`config.mk`:
```
export PLATFORM = sky130hd
export DESIGN_NAME = instr_fetch
export DESIGN_NICKNAME = d
export VERILOG_FILES = /design/src/rtl/instr_fetch_pkg.sv /design/src/rtl/fetch_fifo.sv /design/src/rtl/instr_fetch.sv
export SDC_FILE = /design/constraint.sdc
export NUM_CORES = 1
export LEC_CHECK = 0
export CORE_MARGIN = 2
export CORE_UTILIZATION = 55
export CTS_CLUSTER_SIZE = 12
export DETAILED_ROUTE_END_ITERATION = 8
export PLACE_DENSITY = 0.88
export RECOVER_POWER = 25
export SLEW_MARGIN = 40
export SYNTH_ARGS = -nofsm -noshare
export SYNTH_HDL_FRONTEND = slang
export SYNTH_HIERARCHICAL = 1
export SYNTH_SLANG_ARGS = --single-unit
```
`constraint.sdc`:
```
create_clock -name i_clk -period 3.62 [get_ports i_clk]
set_input_delay 1.086 -clock i_clk [delete_from_list [all_inputs] [get_ports i_clk]]
set_output_delay 1.086 -clock i_clk [all_outputs]
set_load 0.01 [all_outputs]
```
`src/rtl/instr_fetch_pkg.sv`:
```
// Shared types and widths for the instruction fetch stage.
//   RW          : PC / memory address width
//   INSTR_W_DEF : default instruction word width
//   fetch_state_t : fetch controller state encoding
package instr_fetch_pkg;

    localparam int RW          = 16;
    localparam int INSTR_W_DEF = 32;

    typedef enum logic [1:0] {
        ST_IDLE = 2'd0,
        ST_WAIT = 2'd1,
        ST_DROP = 2'd2
    } fetch_state_t;

endpackage

```
`src/rtl/fetch_fifo.sv`:
```
// Small instruction buffer between the memory return path and decode.
// Ports:
//   i_clk, i_rst_n     : clock, asynchronous active-low reset
//   i_push/i_push_data : write one entry at the tail
//   i_pop              : drop the head entry
//   i_flush            : empty the buffer (wins over push/pop)
//   o_head             : head entry (registered storage, zero after reset)
//   o_count            : number of valid entries
//   o_full, o_empty    : occupancy flags
module fetch_fifo #(
    parameter int DEPTH = 2,
    parameter int W     = 48
) (
    input  logic                   i_clk,
    input  logic                   i_rst_n,
    input  logic                   i_push,
    input  logic [W-1:0]           i_push_data,
    input  logic                   i_pop,
    input  logic                   i_flush,
    output logic [W-1:0]           o_head,
    output logic [$clog2(DEPTH):0] o_count,
    output logic                   o_full,
    output logic                   o_empty
);

    localparam int AW = $clog2(DEPTH);
    localparam int CW = AW + 1;

    logic [W-1:0]  r_mem [DEPTH];
    logic [AW-1:0] r_wr_ptr;
    logic [AW-1:0] r_rd_ptr;
    logic [CW-1:0] r_count;

    always_ff @(posedge i_clk or negedge i_rst_n) begin
        if (!i_rst_n) begin
            r_wr_ptr <= '0;
            r_rd_ptr <= '0;
            r_count  <= '0;
            for (int i = 0; i < DEPTH; i++) begin
                r_mem[i] <= '0;
            end
        end else if (i_flush) begin
            r_wr_ptr <= '0;
            r_rd_ptr <= '0;
            r_count  <= '0;
        end else begin
            if (i_push) begin
                r_mem[r_wr_ptr] <= i_push_data;
                r_wr_ptr        <= r_wr_ptr + AW'(1);
            end
            if (i_pop) begin
                r_rd_ptr <= r_rd_ptr + AW'(1);
            end
            r_count <= r_count + CW'(i_push) - CW'(i_pop);
        end
    end

    assign o_head  = r_mem[r_rd_ptr];
    assign o_count = r_count;
    assign o_full  = (r_count == CW'(DEPTH));
    assign o_empty = (r_count == '0);

endmodule

```
`src/rtl/instr_fetch.sv`:
```
// Fetch stage: reads instruction memory at the current PC, buffers the
// returned words and hands {instruction, pc} pairs to decode.
// Ports:
//   i_clk, i_rst_n          : clock, asynchronous active-low reset
//   i_pc                    : current PC
//   i_flush                 : PC reload this cycle (branch/IRQ)
//   o_c_pc_inc              : PC increment pulse, one per kept fetch
//   o_mem_req, o_mem_addr   : memory read request and address
//   i_mem_ack, i_mem_data   : single-cycle acknowledge with read data
//   o_instr, o_instr_pc     : buffer head instruction and its address
//   o_valid, i_ready        : handshake towards decode
//
// state | meaning
// IDLE  | no request outstanding
// WAIT  | request at r_addr outstanding, data will be kept
// DROP  | flushed request still outstanding, data will be discarded
module instr_fetch
    import instr_fetch_pkg::*;
#(
    parameter int DEPTH   = 2,
    parameter int INSTR_W = INSTR_W_DEF
) (
    input  logic               i_clk,
    input  logic               i_rst_n,
    input  logic [RW-1:0]      i_pc,
    input  logic               i_flush,
    output logic               o_c_pc_inc,
    output logic               o_mem_req,
    output logic [RW-1:0]      o_mem_addr,
    input  logic               i_mem_ack,
    input  logic [INSTR_W-1:0] i_mem_data,
    output logic [INSTR_W-1:0] o_instr,
    output logic [RW-1:0]      o_instr_pc,
    output logic               o_valid,
    input  logic               i_ready
);

    localparam int CW = $clog2(DEPTH) + 1;
    localparam int EW = INSTR_W + RW;

    fetch_state_t  r_state;
    fetch_state_t  w_state_nxt;
    logic [RW-1:0] r_addr;
    logic [RW-1:0] w_addr_nxt;
    logic          w_push;
    logic          w_pop;
    logic          w_inc;
    logic          w_full;
    logic          w_empty;
    logic [CW-1:0] w_count;
    logic [EW-1:0] w_head;

    assign w_pop = o_valid & i_ready;

    always_ff @(posedge i_clk or negedge i_rst_n) begin
        if (!i_rst_n) begin
            r_state <= ST_IDLE;
            r_addr  <= '0;
        end else begin
            r_state <= w_state_nxt;
            r_addr  <= w_addr_nxt;
        end
    end

    always_comb begin
        w_state_nxt = r_state;
        w_addr_nxt  = r_addr;
        w_push      = 1'b0;
        w_inc       = 1'b0;
        case (r_state)
            ST_IDLE: begin
                // launch only when a slot is guaranteed for the returning word
                if (!i_flush && (!w_full || w_pop)) begin
                    w_state_nxt = ST_WAIT;
                    w_addr_nxt  = i_pc;
                end
            end
            ST_WAIT: begin
                if (i_flush) begin
                    // address stays put so the outstanding request is held stable
                    w_state_nxt = i_mem_ack ? ST_IDLE : ST_DROP;
                end else if (i_mem_ack) begin
                    w_push = 1'b1;
                    w_inc  = 1'b1;
                    if ((w_count + CW'(1) - CW'(w_pop)) < CW'(DEPTH)) begin
                        w_addr_nxt = r_addr + RW'(1);
                    end else begin
                        w_state_nxt = ST_IDLE;
                    end
                end
            end
            ST_DROP: begin
                if (i_mem_ack) begin
                    w_state_nxt = ST_IDLE;
                end
            end
            default: begin
                w_state_nxt = ST_IDLE;
            end
        endcase
    end

    fetch_fifo #(
        .DEPTH (DEPTH),
        .W     (EW)
    ) u_fifo (
        .i_clk       (i_clk),
        .i_rst_n     (i_rst_n),
        .i_push      (w_push),
        .i_push_data ({i_mem_data, r_addr}),
        .i_pop       (w_pop),
        .i_flush     (i_flush),
        .o_head      (w_head),
        .o_count     (w_count),
        .o_full      (w_full),
        .o_empty     (w_empty)
    );

    assign o_valid    = ~w_empty;
    assign o_instr    = w_head[EW-1:RW];
    assign o_instr_pc = w_head[RW-1:0];
    assign o_mem_req  = (r_state != ST_IDLE);
    assign o_mem_addr = o_mem_req ? r_addr : '0;
    assign o_c_pc_inc = w_inc;

endmodule

```
==> results of run 1 <==
-- cell usage in the layout (no fill, tap or decap), types with 3 or more instances in the layout --
cell / count
mux2_2: 121
clkdlybuf4s50_1: 118
dfrtp_1: 117
mux2_1: 23
a21oi_1: 20
nor2_1: 19
nor2b_1: 16
clkbuf_16: 16
nand2_1: 14
o22ai_1: 8
inv_1: 7
o21ai_0: 7
nand3_1: 5
bufinv_16: 5
buf_4: 5
clkbuf_8: 4
clkinvlp_4: 4
buf_12: 4
nand2b_1: 3
o22a_1: 3
ha_1: 3
-- area by class of cell --
cell class,instances,area [µm²]
clock buffers,20,455
clock inverters,12,199
fillers,640,2540
inverters,8,30.0
multi-input cells,279,2530
flip-flops and latches,118,2950
well taps,136,170
repair buffers,128,1300
-- path summary, 6_finish.rpt --
path	start	end	slack [ps]	depth (start not counted)
min in group asynchronous	i_rst_n	u_fifo/r_mem[94]	1140	1
worst min register to register	u_fifo/r_mem[57]	u_fifo/r_mem[57]	480	1
worst min-delay path	u_fifo/r_mem[57]	u_fifo/r_mem[57]	480	1
worst max-delay path	i_mem_ack	o_c_pc_inc	190	3
worst max register to register	r_state[1]	u_fifo/r_mem[83]	1430	6
max in group asynchronous	i_rst_n	u_fifo/r_rd_ptr	1190	1
-- power by group through the flow --
| stage | registers [mW] | clock network, mW | logic [mW] |
|---|---|---|---|
| floorplan | 2.12 | 0 | 1.78 |
| global placement | 2.21 | 0 | 2.89 |
| detailed placement | 2.27 | 0 | 2.96 |
| CTS | 2.25 | 1.85 | 2.99 |
| global route | 2.34 | 1.90 | 3.19 |
| finish | 2.26 | 1.82 | 2.97 |
-- routing by layer --
| layer | vias to the layer above | part of all wire, % | wire length [µm] | global-route usage [%] |
|---|---|---|---|---|
| met1 | 1977 | 44 | 5450 | 30.2 |
| met5 | - | 0 | 0 | 0 |
| met3 | 12 | 6.1 | 755 | 7.11 |
| met2 | 147 | 49 | 6060 | 38.3 |
| li1 | 1784 | - | - | - |
| met4 | 0 | 1.1 | 141 | 7.14 |
-- through the flow --
step / setup slack, ps / utilization [%] / hold WS, ps / std cells
6_report: 190 / 75.0 / 478 / 701
4_1_cts: 172 / 75.1 / 483 / 701
2_1_floorplan: 1040 / - / 454 / 429
3_3_place_gp: 189 / 68.6 / 463 / 669
5_1_grt: 106 / 75.0 / 503 / 701
3_5_place_dp: 192 / 68.6 / 471 / 669
-- Yosys cell counts (2+ instances only) --
cell type / n / area share [%]
a21oi_1: 20 / 1.8
a2bb2oi_1: 2 / 0.31
a31oi_1: 2 / 0.22
and3_1: 2 / 0.22
and4_1: 2 / 0.31
buf_2: 9 / 0.79
buf_4: 4 / 0.53
buf_6: 5 / 0.99
buf_8: 2 / 0.53
clkbuf_1: 3 / 0.20
dfrtp_1: 118 / 52
ha_1: 3 / 0.66
inv_1: 7 / 0.46
mux2_1: 23 / 4.6
mux2_2: 121 / 24
nand2_1: 14 / 0.93
nand2b_1: 3 / 0.33
nand3_1: 5 / 0.44
nor2_1: 19 / 1.3
nor2b_1: 17 / 1.9
nor3_1: 2 / 0.18
o21ai_0: 7 / 0.62
o21ai_1: 2 / 0.18
o22a_1: 3 / 0.46
o22ai_1: 8 / 0.88
or2_2: 2 / 0.22
xnor2_1: 2 / 0.31
-- state kept, by name (all words and copies together), names as in the netlist --
name / flops
u_fifo/r_wr_ptr: 1
u_fifo/r_rd_ptr: 1
r_state: 2
r_addr: 16
u_fifo/r_mem: 96
u_fifo/o_count: 2
-- worst max-delay path, delay by kind of cell --
family	cells	cell delay, ps
buffers and inverters	2	1060
and+or+nand+nor	1	200
-- cells by family (layout without fill, tap and decap cells) --
kind of cell               after synthesis  in the layout  synth area share [%]
AOI/OAI and AO/OA                       54             54                  6.88
xor gates and xnor gates                 3              3                 0.705
adders and majority gates                3              3                 0.661
buffers and inverters                   32            168                  3.64
DFF                                    118            118                  52.0
muxes                                  145            145                  28.7
and+or+nand+nor                         74             74                  7.36
==> impl_metrics.toml, run 1 <==
[cts]
post_cts_buffers = 0
clk_pin_slew_ps = 60
cts_resized = 0
clock_path_buffers = 2
root_buffer = "clkbuf_8"
cts.sink_count = 118
htree_levels = 4
postCtsHoldBufs = 0
cts_buffers = 17
cts_tree = "yes"
clk_latency_ps = 510

[routing]
vias_per_cell = 5.59
num_vias = 3920
wl_mm = 12.4
avgRoutedWirePerCell_um = 17.7
ant_nets = 0
drc = 0
first_iter_violations = 164
dr.pass1.iters = 4

[grt]
grt_pass1_wl_mm = 20.5
first_global_vias = 4171
antenna_found_initial = 0
grt_usage_pct = 23.4
grt_remaining_overflow = 0
grt_max_degree = 85

[floorplan]
fp.dieW_um = 106
floorplan.die_area_mm2 = 0.0112
initial_core_util_pct = 55.7
rows = 37
die_h_um = 106
io_pins = 120
fp.coreArea_mm2 = 0.0102

[pwr]
power.switching_mw = 2.19
clkPwrFrac_pct = 25.8
power.density_mw_per_mm2 = 922
switching_share_pct = 31.2
total_leakage_power_nw = 3.36
ir_drop_v = 0.000513
p_seq_share_pct = 32.1
combPwrFrac_pct = 42.1
power_mw = 7.04
intPower_mw = 4.85

[outcome]
outcome = "complete, but fails checks"
violations = "capacitance limit, slew limit"

[timing]
setup_violations = 0
period_share_pct = 94.7
min_period_ps = 3430
fin_skew_ps = 5.66
fmax_mhz = 292
tightest_slew_ps = 1990
drv_slew = 35
maxSlewHeadroom_pct = -32.5
hold_viol_final = 0
fin_tns_setup_ps = 0
grt_setup_unrepaired = "false"

[yosys]
synthCells = 429
seq_area_frac_synth_pct = 52.0
synth_warnings = 6
syn-cell-area_mm2 = 0.00568
synth_edf_count = 0
synth.net_count = 485
synthDistinctLibCells = 49
avgSynthCellArea_um2 = 13.2
ys_ff_latch = 118
synth-main-ff-cell = "dfrtp_1"
async_reset_ff_share_pct = 100

[place]
port_buffers = 119
gp_congestion = 0.848
placed_area_mm2 = 0.00699
dpl.hpwl_mm = 8.06

[final_layout]
final_layout_size_suffix_gt1_share_pct = 31.3
area_growth_pct = 34.6
nNetsFinal = 608
fin_area_mm2 = 0.00764
antennaDiodeCount = 0

[setup_path]
max_stage_delay_ps = 560
slowest_stage = "clkdlybuf4s50_1"
arrival_ps = 2340
crit_top_cell = "clkdlybuf4s50_1"
crit_fanout = 3
critical_path_class = "input pin to primary output"
path_cells = "clkdlybuf4s50_1 -> nor3b_4 -> clkdlybuf4s50_1"
critPathCaptureType = "primary output"
critPathLaunchType = "input pin"
critPathRequiredTime_ps = 2530

[min_path]
hold_class = "register to register"

[flow_run]
maxCapViolCount = 1
No activity file was read; power rests on OpenSTA's default activity.
==> run 2, diff against run 1 <==
Settings changed: CTS_CLUSTER_DIAMETER set to 80.
==> results of run 2 <==
Final layout, timing and power as in run 1 (identical DEF).
